===== config.mk =====
export PLATFORM = sky130hd
export DESIGN_NAME = r3_input_gather
export DESIGN_NICKNAME = d
export VERILOG_FILES = /design/src/rtl/r3_input_gather.sv
export SDC_FILE = /design/constraint.sdc
export NUM_CORES = 1
export LEC_CHECK = 0
export ABC_CLOCK_PERIOD_IN_PS = 2400
export BUFFER_PORTS_ARGS = -buffer_cell sky130_fd_sc_hd__buf_2
export CAP_MARGIN = 20
export CORE_ASPECT_RATIO = 0.6
export CORE_MARGIN = 4
export CORE_UTILIZATION = 35
export CTS_CLUSTER_SIZE = 28
export DETAILED_ROUTE_END_ITERATION = 10
export GPL_ROUTABILITY_DRIVEN = 0
export PLACE_DENSITY = 0.56
export SETUP_SLACK_MARGIN = 0.02
export SLEW_MARGIN = 40
export SYNTH_ARGS = -nofsm -noshare
export SYNTH_HDL_FRONTEND = slang
export SYNTH_SLANG_ARGS = --single-unit

===== constraint.sdc =====
create_clock -name clk -period 2.4 [get_ports clk]
set_clock_uncertainty 0.2 [all_clocks]
set_input_delay 0.48 -clock clk [delete_from_list [all_inputs] [get_ports clk]]
set_output_delay 0.48 -clock clk [all_outputs]
set_load 0.03 [all_outputs]

===== src/rtl/r3_input_gather.sv =====
// Radix-3 input gather: collects three complex samples into a group and hands
// the group to the 3-input adder stage through a valid/ready output register.
module r3_input_gather #(
  parameter int SIGN_BIT = 1,
  parameter int INT_BIT  = 6,
  parameter int FLT_BIT  = 6,
  localparam int DW = SIGN_BIT + INT_BIT + FLT_BIT
) (
  input  logic                 clk,
  input  logic                 rst_n,
  input  logic                 in_valid,
  output logic                 in_ready,
  input  logic                 in_sof,
  input  logic signed [DW-1:0] in_re,
  input  logic signed [DW-1:0] in_im,
  output logic                 out_valid,
  input  logic                 out_ready,
  output logic signed [DW-1:0] out_a_re,
  output logic signed [DW-1:0] out_a_im,
  output logic signed [DW-1:0] out_b_re,
  output logic signed [DW-1:0] out_b_im,
  output logic signed [DW-1:0] out_c_re,
  output logic signed [DW-1:0] out_c_im,
  output logic                 out_err,
  output logic [7:0]           grp_cnt
);

  typedef enum logic [1:0] {S0, S1, S2} slot_t;

  slot_t                slot, slot_nxt;
  logic                 xfer_in, xfer_out, sof_mis, grp_load;
  logic signed [DW-1:0] a_re_p0, a_im_p0, b_re_p0, b_im_p0;
  logic                 vld_p1, err_p1;
  logic [7:0]           cnt_p1;

  // The third sample may enter in the same cycle the held group leaves.
  assign in_ready  = (slot != S2) || !vld_p1 || out_ready;
  assign xfer_in   = in_valid && in_ready;
  assign xfer_out  = vld_p1 && out_ready;
  assign sof_mis   = xfer_in && in_sof && (slot != S0);
  assign grp_load  = xfer_in && !sof_mis && (slot == S2);

  assign out_valid = vld_p1;
  assign out_err   = err_p1;
  assign grp_cnt   = cnt_p1;

  always_comb begin
    slot_nxt = slot;
    if (sof_mis) begin
      slot_nxt = S1;
    end else if (xfer_in) begin
      case (slot)
        S0:      slot_nxt = S1;
        S1:      slot_nxt = S2;
        default: slot_nxt = S0;
      endcase
    end
  end

  always_ff @(posedge clk) begin
    if (!rst_n) slot <= S0;
    else        slot <= slot_nxt;
  end

  // ---- stage p0: collect slots a and b ----
  always_ff @(posedge clk) begin
    if (!rst_n) begin
      a_re_p0 <= '0;
      a_im_p0 <= '0;
      b_re_p0 <= '0;
      b_im_p0 <= '0;
    end else if (xfer_in && (slot == S0 || sof_mis)) begin
      a_re_p0 <= in_re;
      a_im_p0 <= in_im;
    end else if (xfer_in && slot == S1) begin
      b_re_p0 <= in_re;
      b_im_p0 <= in_im;
    end
  end

  // ---- stage p1: output group register ----
  always_ff @(posedge clk) begin
    if (!rst_n) begin
      out_a_re <= '0;
      out_a_im <= '0;
      out_b_re <= '0;
      out_b_im <= '0;
      out_c_re <= '0;
      out_c_im <= '0;
      vld_p1   <= 1'b0;
      err_p1   <= 1'b0;
      cnt_p1   <= '0;
    end else begin
      if (grp_load) begin
        out_a_re <= a_re_p0;
        out_a_im <= a_im_p0;
        out_b_re <= b_re_p0;
        out_b_im <= b_im_p0;
        out_c_re <= in_re;
        out_c_im <= in_im;
      end
      vld_p1 <= grp_load || (vld_p1 && !out_ready);
      err_p1 <= sof_mis;
      if (xfer_out) cnt_p1 <= cnt_p1 + 8'd1;
    end
  end

endmodule


-- Yosys cells after proc, flatten, opt, wreduce, memory -nomap -nowiden
Cells that the tools add are included.
- output and inout bits: 89
- logic and storage cells: 45
- bits in read-only memories: 0
- input bits: 31
- register bits: 142
- bits in latches: 0
- bits in writable memories: 0
- memories kept: 0
- shift operators: 0
- $lt $le $gt $ge: 0
- reduce and logical (&&, ||, !) cells: 21
- muxes and demuxes: 3
- $add $sub $neg: 1
- $mul: 0
- bitwise logic cells: 2
- div/mod/pow operators: 0
- equal/unequal tests: 3
- operator list (kind ; number):
    $logic_and 1x1->1 ; 9
    $add 8x1->8 const B ; 1
    $logic_or 1x1->1 ; 4
    $pmux 2 s2 ; 1
    $reduce_bool 2->1 ; 2
    $logic_not 1->1 ; 3
    $eq 2x1->1 const B ; 1
    $eq 2x2->1 const B ; 1
    $logic_not 2->1 ; 1
    $mux 1 ; 2
    $ne 2x2->1 const B ; 1
    $not 1->1 ; 2
    $reduce_and 2->1 ; 1
    $reduce_or 2->1 ; 1

-- Logic depth before layout (Yosys ltp)
- depth after elaboration: 10
- depth in mapped cells: 6
- depth with buffers taken out: 4

-- Worst setup path before layout
Ideal clock, no wire load.
- path type: reg-to-output
- start: register vld_p1 (netlist: out_valid)
- end: output in_ready
- cell stages (with the launch flop): 5
- data arrival time: 1460 ps
- setup slack: 260 ps
- required time: 1720 ps
- buffers on the path: 2
- cells stage by stage: dfxtp_1 nor2b_2 buf_4 buf_4 nand3b_1
- word-level cells in the longest chain between the ends: 3
- RTL lines (element ; RTL line ; text):
    start: declaration ; 33 ; logic vld_p1, err_p1;
    start signal: assignment ; 102 ; vld_p1 <= grp_load || (vld_p1 && !out_ready);
    $logic_not 1->1 ; 37 ; assign in_ready = (slot != S2) || !vld_p1 || out_ready;
    $logic_or 1x1->1 (2 in a row) ; 37 ;
    end: declaration ; 12 ; output logic in_ready,
Every way passes these cells.

-- Worst setup path after layout
Ends and elaborated chain as after synthesis.

==> impl_metrics.ini <==
[floorplanning]
dieArea_um2 = 17700
fp-row-count = 35
io_pins = 120
initial_core_util_pct = 35.7
coreArea_um2 = 15300
die_h_um = 105
dieWidth_um = 169

[synthesis]
avgSynthCellArea_um2 = 8.48
yosysSeqAreaShare_pct = 52.0
ys_types = 37
synth-edff-count = 0
synth_most_common_cell = dfxtp_1
synth_top_area_share_pct = 52.0
synth.largest_area_cell = dfxtp_1
synthTopCellsByArea = dfxtp_1 (52%), a21oi_1 (10%), nand2_1 (7.4%), nand3_1 (7.4%), o21ai_0 (7.1%)
synthesis.area_um2 = 5470
async_flop_share_pct = 0
synth.top_cells.by_count = dfxtp_1 (142), a21oi_1 (113), nand2_1 (108)
yosys_register_bits = 142
postSynthNetCount = 677
yosys_warnings = 0
synthFlopType = dfxtp_1
synthCells = 645

[layout]
layout.cells.non_filler = 953
final_layout_size_suffix_gt1_share_pct = 23.3
syn_to_final_growth_pct = 24.9
n_antenna_cell = 0
fin_area_um2 = 6830
num-fill-cells = 1516
nets = 769

[cts]
clkTransAtPathRegs_ps = 60
ctsHoldBuffers = 0
clockBufferDepth = 2
cts_buffers = 17
cts_sinks = 142
cts_setup_buffers = 0
cts.repair.resized = 0
clk_latency_ps = 420
cts_max_level = 4
clock-root-buffer = clkbuf_16
tritoncts = built

[worst_setup_path]
cp-start-kind = flop
critPathMaxFanout = 9
path_cells = nor2b_4, nand3b_1, buf_2
reg2reg_slack_ps = 470
slowest_stage = dfxtp_1
cp.arrival_ps = 1470
crit_family = flip-flops
cp_slowest_stage_delay_ps = 500
crit_type = reg -> out
endpoint_kind = output pin
cp.buffers_inverters = 1
required_ps = 1720

[sta]
fin_tns_setup_ps = 0
rsz0062_at_grt = false
worst_slew_margin_rel_pct = 58.6
setup_viol = 0
post-route-min-period_ps = 2150
setup_ws_ps = 250
fmax_ghz = 0.465
drv_slew = 0
layout_worst_path_cycle_share_pct = 89.6
finalHoldViolations = 0
worst_pin_slew_ps = 621

[placed_design]
dp_hpwl_um = 11000
dp_cells = 921
place_area_um2 = 6210
io_buffer_count = 119
place_ws_ps = 328

[grt]
grt.overflow.total = 0
antenna_found_initial = 1
grt_usage_pct = 17.8
grt_pass1_wl_um = 25200
grt_max_degree = 58
grt_pass1_vias = 4742

[route]
viasPerCell = 5.22
totalWireLength_um = 16100
dr.first_iter.drc_count = 379
vias = 4970
drc = 0
final_antenna_net_count = 0
wl_per_cell_um = 16.9
dr.pass1.iters = 5

[pwr]
leakage_nw = 2.70
cellPowerDensity_nw_per_um2 = 803
ir_worst_vdd_mv = 0.369

[run_status]
outcome = completed

[worst_hold_path]
hold_class = in -> reg

[flow_run]
maxCapViolations = 0
[report_power, final]
group / leakage [nW] / total, mW / internal (mW) / switching (mW)
clock: 0.299 / 2.78 / 1.68 / 1.09
combinational: 1.26 / 0.263 / 0.0977 / 0.165
sequential: 1.15 / 2.44 / 2.41 / 0.0341
[registers in the layout, summed over array words and instances, names as in the netlist, 2 cells and up]
register / count
b_im_p0: 13
out_a_re: 13
a_im_p0: 13
out_c_im: 13
b_re_p0: 13
out_c_re: 13
grp_cnt: 8
out_b_re: 13
out_a_im: 13
out_b_im: 13
a_re_p0: 13
slot: 2
[worst reg2reg max path, delay by kind of cell, from the launching register on]
| kind | cells | cell delay (ps) |
|---|---|---|
| buf+inv | 1 | 250 |
| simple gates | 2 | 740 |
| flops | 1 | 530 |
| compound gates | 1 | 160 |
[per-stage QoR]
stage	util [%]	total power [mW]	hold slack, ps
after floorplan	-	2.66	235
after global placement	40.5	2.75	243
after detailed placement	40.5	2.76	247
after CTS	44.6	5.50	121
after global routing	44.6	5.65	129
final	44.6	5.48	128
[per-layer routing]
| layer | vias to the layer above | global-route usage (%) | part of all wire [%] |
|---|---|---|---|
| met5 | - | 0 | 0.11 |
| li1 | 2418 | - | - |
| met2 | 150 | 25.8 | 43 |
| met3 | 18 | 5.18 | 6.7 |
| met1 | 2382 | 25.9 | 49 |
| met4 | 2 | 4.94 | 0.85 |
[logic make-up after synthesis]
group,after synthesis,share of synthesized area (%)
xor gates and xnor gates,2,0.320
buffers and inverters,66,6.29
AOI/OAI and AO/OA,199,18.4
muxes,26,4.76
and+or+nand+nor,209,18.0
adders and majority gates,1,0.229
DFF,142,52.0
[cell type report]
cell class,count,area (um2),area share (%)
Clock buffer,18,439,6.43
Clock inverter,14,180,2.64
Inverter,4,16.3,0.238
Multi-Input combinational cell,437,2310,33.8
Sequential cell,142,2840,41.6
Tap cell,203,254,3.72
Timing Repair Buffer,135,791,11.6
[worst paths after layout]
check | startpoint | to | cells past startpoint
worst min-delay path | in_im[12] | b_im_p0[12] | 3
worst max-delay path | out_valid | in_ready | 3
worst max register to register | slot[1] | out_a_im[5] | 4
worst min register to register | b_re_p0[3] | b_re_p0[3] | 2
[cell usage in the layout, fill, tap and decap left out, types with 2 or more instances in the layout]
| master | count |
|---|---|
| nand3_1 | 81 |
| or4_1 | 2 |
| inv_1 | 3 |
| buf_4 | 10 |
| bufinv_16 | 3 |
| buf_2 | 119 |
| clkinvlp_4 | 2 |
| o21ai_0 | 78 |
| and4bb_2 | 2 |
| a21oi_1 | 113 |
| inv_6 | 6 |
| nand4_1 | 3 |
| dfxtp_1 | 142 |
| clkinv_4 | 2 |
| nand2_1 | 108 |
| or3_1 | 3 |
| clkbuf_16 | 17 |
| o21ai_1 | 4 |
| buf_12 | 6 |
| mux2i_1 | 26 |
| clkinv_2 | 2 |
| nor2_1 | 2 |
| o31ai_1 | 2 |
Note: power is estimated with default switching activity, not from simulation.
